==> config.mk <==
export PLATFORM = sky130hd
export DESIGN_NAME = ecc_sec_encoder
export DESIGN_NICKNAME = d
export VERILOG_FILES = /design/src/rtl/ecc_pkg.sv /design/src/rtl/ecc_chk_gen.sv /design/src/rtl/ecc_sec_encoder.sv
export SDC_FILE = /design/constraint.sdc
export NUM_CORES = 1
export LEC_CHECK = 0
export BUFFER_PORTS_ARGS = -buffer_cell sky130_fd_sc_hd__buf_4
export CORE_UTILIZATION = 45
export DETAILED_ROUTE_END_ITERATION = 8
export PLACE_DENSITY = 0.68
export SYNTH_ARGS = -nofsm -noshare
export SYNTH_HDL_FRONTEND = slang
export SYNTH_HIERARCHICAL = 1
export SYNTH_SLANG_ARGS = --single-unit
==> constraint.sdc <==
create_clock -name CK -period 3.8 [get_ports CK]
set_input_delay 0.38 -clock CK [delete_from_list [all_inputs] [get_ports CK]]
set_output_delay 0.38 -clock CK [all_outputs]
set_load 0.01 [all_outputs]
==> src/rtl/ecc_pkg.sv <==
// ecc_pkg: widths, check-bit masks and codeword layout for the 32-bit SEC
// code. The encoder and the SEC decoder both use this package.
package ecc_pkg;

  localparam int DATA_W = 32;
  localparam int CHK_W  = 8;
  localparam int CW_W   = 40;

  // Each mask selects the data bits whose XOR forms one check bit.
  localparam logic [DATA_W-1:0] CHK_MASK0 = 32'h00FF_1111;
  localparam logic [DATA_W-1:0] CHK_MASK1 = 32'hFF00_2222;
  localparam logic [DATA_W-1:0] CHK_MASK2 = 32'h0F0F_4444;
  localparam logic [DATA_W-1:0] CHK_MASK3 = 32'hF0F0_8888;
  localparam logic [DATA_W-1:0] CHK_MASK4 = 32'h1111_00FF;
  localparam logic [DATA_W-1:0] CHK_MASK5 = 32'h2222_FF00;
  localparam logic [DATA_W-1:0] CHK_MASK6 = 32'h4444_0F0F;
  localparam logic [DATA_W-1:0] CHK_MASK7 = 32'h8888_F0F0;

  typedef logic [CHK_W-1:0][DATA_W-1:0] chk_masks_t;

  localparam chk_masks_t CHK_MASKS = {CHK_MASK7, CHK_MASK6, CHK_MASK5, CHK_MASK4,
                                      CHK_MASK3, CHK_MASK2, CHK_MASK1, CHK_MASK0};

  // Codeword layout: check bits on top, data in the low 32 bits.
  typedef struct packed {
    logic [CHK_W-1:0]  chk;
    logic [DATA_W-1:0] data;
  } ecc_cw_t;

  // Check bits of a data word; bit i is the parity of data & CHK_MASKS[i].
  function automatic logic [CHK_W-1:0] ecc_chk(input logic [DATA_W-1:0] data);
    logic [CHK_W-1:0] c;
    c = '0;
    for (int i = 0; i < CHK_W; i++) begin
      c[i] = ^(data & CHK_MASKS[i]);
    end
    return c;
  endfunction

endpackage

==> src/rtl/ecc_chk_gen.sv <==
// ecc_chk_gen: purely combinational check-bit generator (32 data in, 8 out).
module ecc_chk_gen
  import ecc_pkg::*;
(
  input  logic [DATA_W-1:0] data,
  output logic [CHK_W-1:0]  chk
);

  // Parity of each masked group of data bits.
  always_comb begin
    chk = ecc_chk(data);
  end

endmodule

==> src/rtl/ecc_sec_encoder.sv <==
// ecc_sec_encoder: two-stage pipelined SEC encoder with a delivered-word
// counter. Optional error injection is built when ECC_ENC_ERRINJ_EN is
// defined; the default build has no injection ports and no injection logic.
//
// Handshake (both sides): a word moves when valid && ready are both high at
// the rising edge of CK. in_ready depends only on the stage valids and
// out_ready, never on in_valid. out_valid/out_cw hold stable while
// out_ready is low.
module ecc_sec_encoder
  import ecc_pkg::*;
(
  input  logic              CK,
  input  logic              RST,
  input  logic              in_valid,
  output logic              in_ready,
  input  logic [DATA_W-1:0] in_data,
  output logic              out_valid,
  input  logic              out_ready,
  output logic [CW_W-1:0]   out_cw,
  output logic [15:0]       word_cnt
`ifdef ECC_ENC_ERRINJ_EN
  ,
  input  logic              inj_en,
  input  logic [5:0]        inj_pos
`endif
);

  logic              s1_valid;
  logic [DATA_W-1:0] s1_data;
  logic [CHK_W-1:0]  s1_chk;
  logic              s2_valid;
  logic [CW_W-1:0]   s2_cw;
  logic [15:0]       cnt_q;
  logic [CHK_W-1:0]  gen_chk;
  logic              s1_load;
  logic              s2_load;
  logic              in_fire;
  logic              out_fire;
  logic [CW_W-1:0]   flip_mask;
  ecc_cw_t           cw_next;

`ifdef ECC_ENC_ERRINJ_EN
  logic              s1_inj_en;
  logic [5:0]        s1_inj_pos;
`endif

  ecc_chk_gen u_chk_gen (
    .data (in_data),
    .chk  (gen_chk)
  );

  // Stage load conditions; a stage advances when empty or when its
  // successor takes its word.
  always_comb begin
    s2_load  = !s2_valid || out_ready;
    s1_load  = !s1_valid || s2_load;
    in_fire  = in_valid && s1_load;
    out_fire = s2_valid && out_ready;
  end

  assign in_ready  = s1_load;
  assign out_valid = s2_valid;
  assign out_cw    = s2_cw;
  assign word_cnt  = cnt_q;

  // Bit to invert in the stage-2 codeword (none unless injection is built).
  always_comb begin
    flip_mask = '0;
`ifdef ECC_ENC_ERRINJ_EN
    if (s1_inj_en && (s1_inj_pos < 6'd40)) begin
      flip_mask = {{(CW_W-1){1'b0}}, 1'b1} << s1_inj_pos;
    end
`endif
  end

  // Assemble the codeword presented to stage 2.
  always_comb begin
    cw_next      = '0;
    cw_next.data = s1_data;
    cw_next.chk  = s1_chk;
  end

  // Stage 1: data word and its group parities.
  always_ff @(posedge CK or posedge RST) begin
    if (RST) begin
      s1_valid <= 1'b0;
      s1_data  <= '0;
      s1_chk   <= '0;
    end else if (s1_load) begin
      s1_valid <= in_valid;
      if (in_fire) begin
        s1_data <= in_data;
        s1_chk  <= gen_chk;
      end
    end
  end

`ifdef ECC_ENC_ERRINJ_EN
  // Injection controls travel with the word through stage 1.
  always_ff @(posedge CK or posedge RST) begin
    if (RST) begin
      s1_inj_en  <= 1'b0;
      s1_inj_pos <= '0;
    end else if (in_fire) begin
      s1_inj_en  <= inj_en;
      s1_inj_pos <= inj_pos;
    end
  end
`endif

  // Stage 2: final codeword; held while downstream stalls.
  always_ff @(posedge CK or posedge RST) begin
    if (RST) begin
      s2_valid <= 1'b0;
      s2_cw    <= '0;
    end else if (s2_load) begin
      s2_valid <= s1_valid;
      if (s1_valid) begin
        s2_cw <= cw_next ^ flip_mask;
      end
    end
  end

  // Delivered-codeword counter, wraps naturally at 16 bits.
  always_ff @(posedge CK or posedge RST) begin
    if (RST) begin
      cnt_q <= '0;
    end else if (out_fire) begin
      cnt_q <= cnt_q + 16'd1;
    end
  end

endmodule
==> out/results.ini <==
[clock_network]
cts_sinks = 98
cts_setup_buffers = 0
htree_levels = 3
clk_latency_ns = 0.35
cts_resized = 0
root_buffer = clkbuf_8
clk_pin_slew_ns = 0.09
cts_tree = done
clockBufferDepth = 2
hold_buffers = 0
numCtsBuffers = 9

[global_routing]
grtUsageTotal_pct = 16.7
antenna_found_initial = 0
grt_pass1_vias = 2544
grt_pass1_wl_um = 12900
overflow = 0
grt_max_degree = 79

[logic_synthesis]
seq_area_frac_synth_pct = 55.8
syn-num-nets = 328
postSynthCellCount = 291
syn_area_um2 = 4390
yosysTopAreaCell = dfrtp_1
syn_area_per_cell_um2 = 15.1
netlist_top_cells_area = dfrtp_1 56%, mux2_2 20%, xnor2_1 11%, xnor3_1 4.1%, xor2_1 1.2%
ys_seq_elements = 98
synth_cell_types = 26
synthDominantCellAreaShare_pct = 55.8
ys.warnings.count = 6

[die]
start_util_pct = 47.1
io-pin-count = 94
core_region_area_um2 = 9330
rows = 35
die-height_um = 101
dieArea_um2 = 10200
die_x_um = 101

[sta]
slew_headroom_pct = 34.6
hold_violations = 0
final-setup-viol-count = 0
post-route-min-period_ns = 1.97
fin_crit_sh_pct = 51.8
clock.fmax_ghz = 0.508
worst_slew_pin_slew_ns = 0.977
finClkSkew_ns = 0.00975
rsz0062_at_grt = no
finalMaxSlewViolations = 0
timing.hold.ws_ns = 0.239
finalSetupTns_ns = 0

[power_and_ir_drop]
p_comb_share_pct = 29.8
max-vdd-ir-drop_mv = 0.322
power_density_nw_per_um2 = 591
swShare_pct = 27.7
p_int_mw = 2.32
clkPwrFrac_pct = 24.7
p_seq_share_pct = 45.5
p_switching_uw = 892
p_leak_nw = 2.45

[cells_and_area]
nNetsFinal = 425
diodes = 0
drive_above_1_share_pct = 49.9
fin_cells = 522
area_delta_synth_final_pct = 23.9
multi_input_area_um2 = 1870
ff_latch_area_um2 = 2450
fill_cells = 778

[route]
routed_wl_um = 7990
antenna_left = 0
vias_per_cell = 4.81
vias = 2512
drcViolationCount = 0
drtIter0Drc = 58
firstDrtPassIters = 4
wl_per_cell_um = 15.3

[worst_setup_path]
startpoint_type = flip-flop
critPathRequiredTime_ns = 4.04
reg2reg_to = s1_data[13]
r2r-start = out_valid
crit_fanout = 40
critPathCaptureType = flip-flop
worstSetupPathType = reg -> reg
crit_arrival_ns = 2.20
r2r_cells = 3
ff2ff_setup_slack_ns = 1.83

[place]
gp_congestion = 0.730
io_buffers = 93
dp_cells = 506
hpwl_um = 5740

[flow_run]
max_cap_viol_count = 0

[worst_hold_path]
hp-class = in -> async

[status]
outcome = completed

worst max path at each step:
stage | start | endpoint | slack (ns) | cells after the start
after detailed placement | out_ready | s1_data[6] | 1.75 | 4
after floorplan | RST | out_cw[0] | 0.86 | 1
final | out_valid | s1_data[13] | 1.83 | 3
after global placement | out_ready | s1_chk[6] | 1.81 | 4
after CTS | out_valid | s1_data[19] | 1.81 | 3
after global routing | out_valid | s1_data[19] | 1.72 | 3
cells in the mapped netlist (all sizes together):
cell	number
and2	1
and3	1
and4	1
buf	8
dfrtp	98
ha	1
inv	3
mux2	81
nand2	9
nand2b	3
nand3	4
nand3b	1
nand4	2
nor2	2
nor3	3
nor4	2
xnor2	57
xnor3	8
xor2	6
cell usage in the layout (no fill, tap or decap):
cell type / synthesis / routed
mux2_2: 78 / 78
dfrtp_1: 98 / 98
nand2_1: 8 / 7
nor2_1: 2 / 2
clkbuf_8: 0 / 9
mux2_1: 3 / 3
xor2_1: 6 / 6
inv_6: 0 / 1
nand2b_1: 3 / 3
nand4_1: 1 / 1
nand2_2: 1 / 2
nor3_2: 1 / 1
buf_4: 0 / 94
and4_1: 1 / 1
nor4_4: 1 / 1
xnor2_1: 55 / 55
bufinv_16: 0 / 3
xnor3_1: 8 / 8
nand3b_1: 1 / 1
clkinvlp_4: 0 / 2
nand4_4: 1 / 1
ha_1: 1 / 1
nor4_2: 1 / 1
clkbuf_1: 0 / 1
and3_1: 1 / 1
and2_1: 1 / 1
inv_4: 0 / 1
inv_1: 3 / 2
xnor2_2: 2 / 2
nor3_1: 2 / 2
nand3_1: 4 / 4
through the flow:
| stage | worst slack, ns | util, % | total power [mW] | cell area [µm²] |
|---|---|---|---|---|
| 4_1_cts | 1.81 | 58.3 | 3.26 | 5440 |
| 5_1_grt | 1.72 | 58.3 | 3.39 | 5440 |
| 2_1_floorplan | 0.858 | - | 2.04 | 4390 |
| 3_5_place_dp | 1.75 | 55.7 | 2.46 | 5200 |
| 3_3_place_gp | 1.81 | 55.7 | 2.44 | 5200 |
| 6_report | 1.83 | 58.3 | 3.22 | 5440 |
power groups by stage:
stage	sequential, mW	clock, mW	combinational [mW]
after global placement	1.48	0	0.953
after global routing	1.50	0.855	1.04
after detailed placement	1.49	0	0.972
final	1.46	0.796	0.958
after CTS	1.47	0.819	0.975
after floorplan	1.54	0	0.505
critical path: stages, from the launching register on:
cell and delay [ns]:
dfrtp_1 0.49, nand3b_1 0.18, nand2_2 0.71, mux2_2 0.41
routing by layer:
metal	GRT usage, %	part of all wire [%]	up-vias
li1	-	-	1189
met1	23.8	48	1250
met2	24.9	45	62
met3	3.95	5.0	11
met4	6.35	1.5	0
met5	0	0	-
layout make-up:
| cell class | count | area share, % |
|---|---|---|
| Clock buffer | 10 | 2.35 |
| Clock inverter | 6 | 2.09 |
| Inverter | 3 | 0.253 |
| Multi-Input combinational cell | 182 | 34.3 |
| Sequential cell | 98 | 45.1 |
| Tap cell | 129 | 2.97 |
| Timing Repair Buffer | 94 | 13.0 |
cells by family after synthesis:
family,synth area share [%]
DFF,55.8
muxes,20.8
xor gates and xnor gates,17.0
and+or+nand+nor,4.39
buffers and inverters,1.74
adders and majority gates,0.285
flip-flops by register name, summed over array words and instances, names as in the netlist:
| name | count |
|---|---|
| out_valid | 1 |
| word_cnt | 16 |
| s1_chk | 8 |
| s1_data | 32 |
| s1_valid | 1 |
| out_cw | 40 |
(Power assumes the default switching activity.)
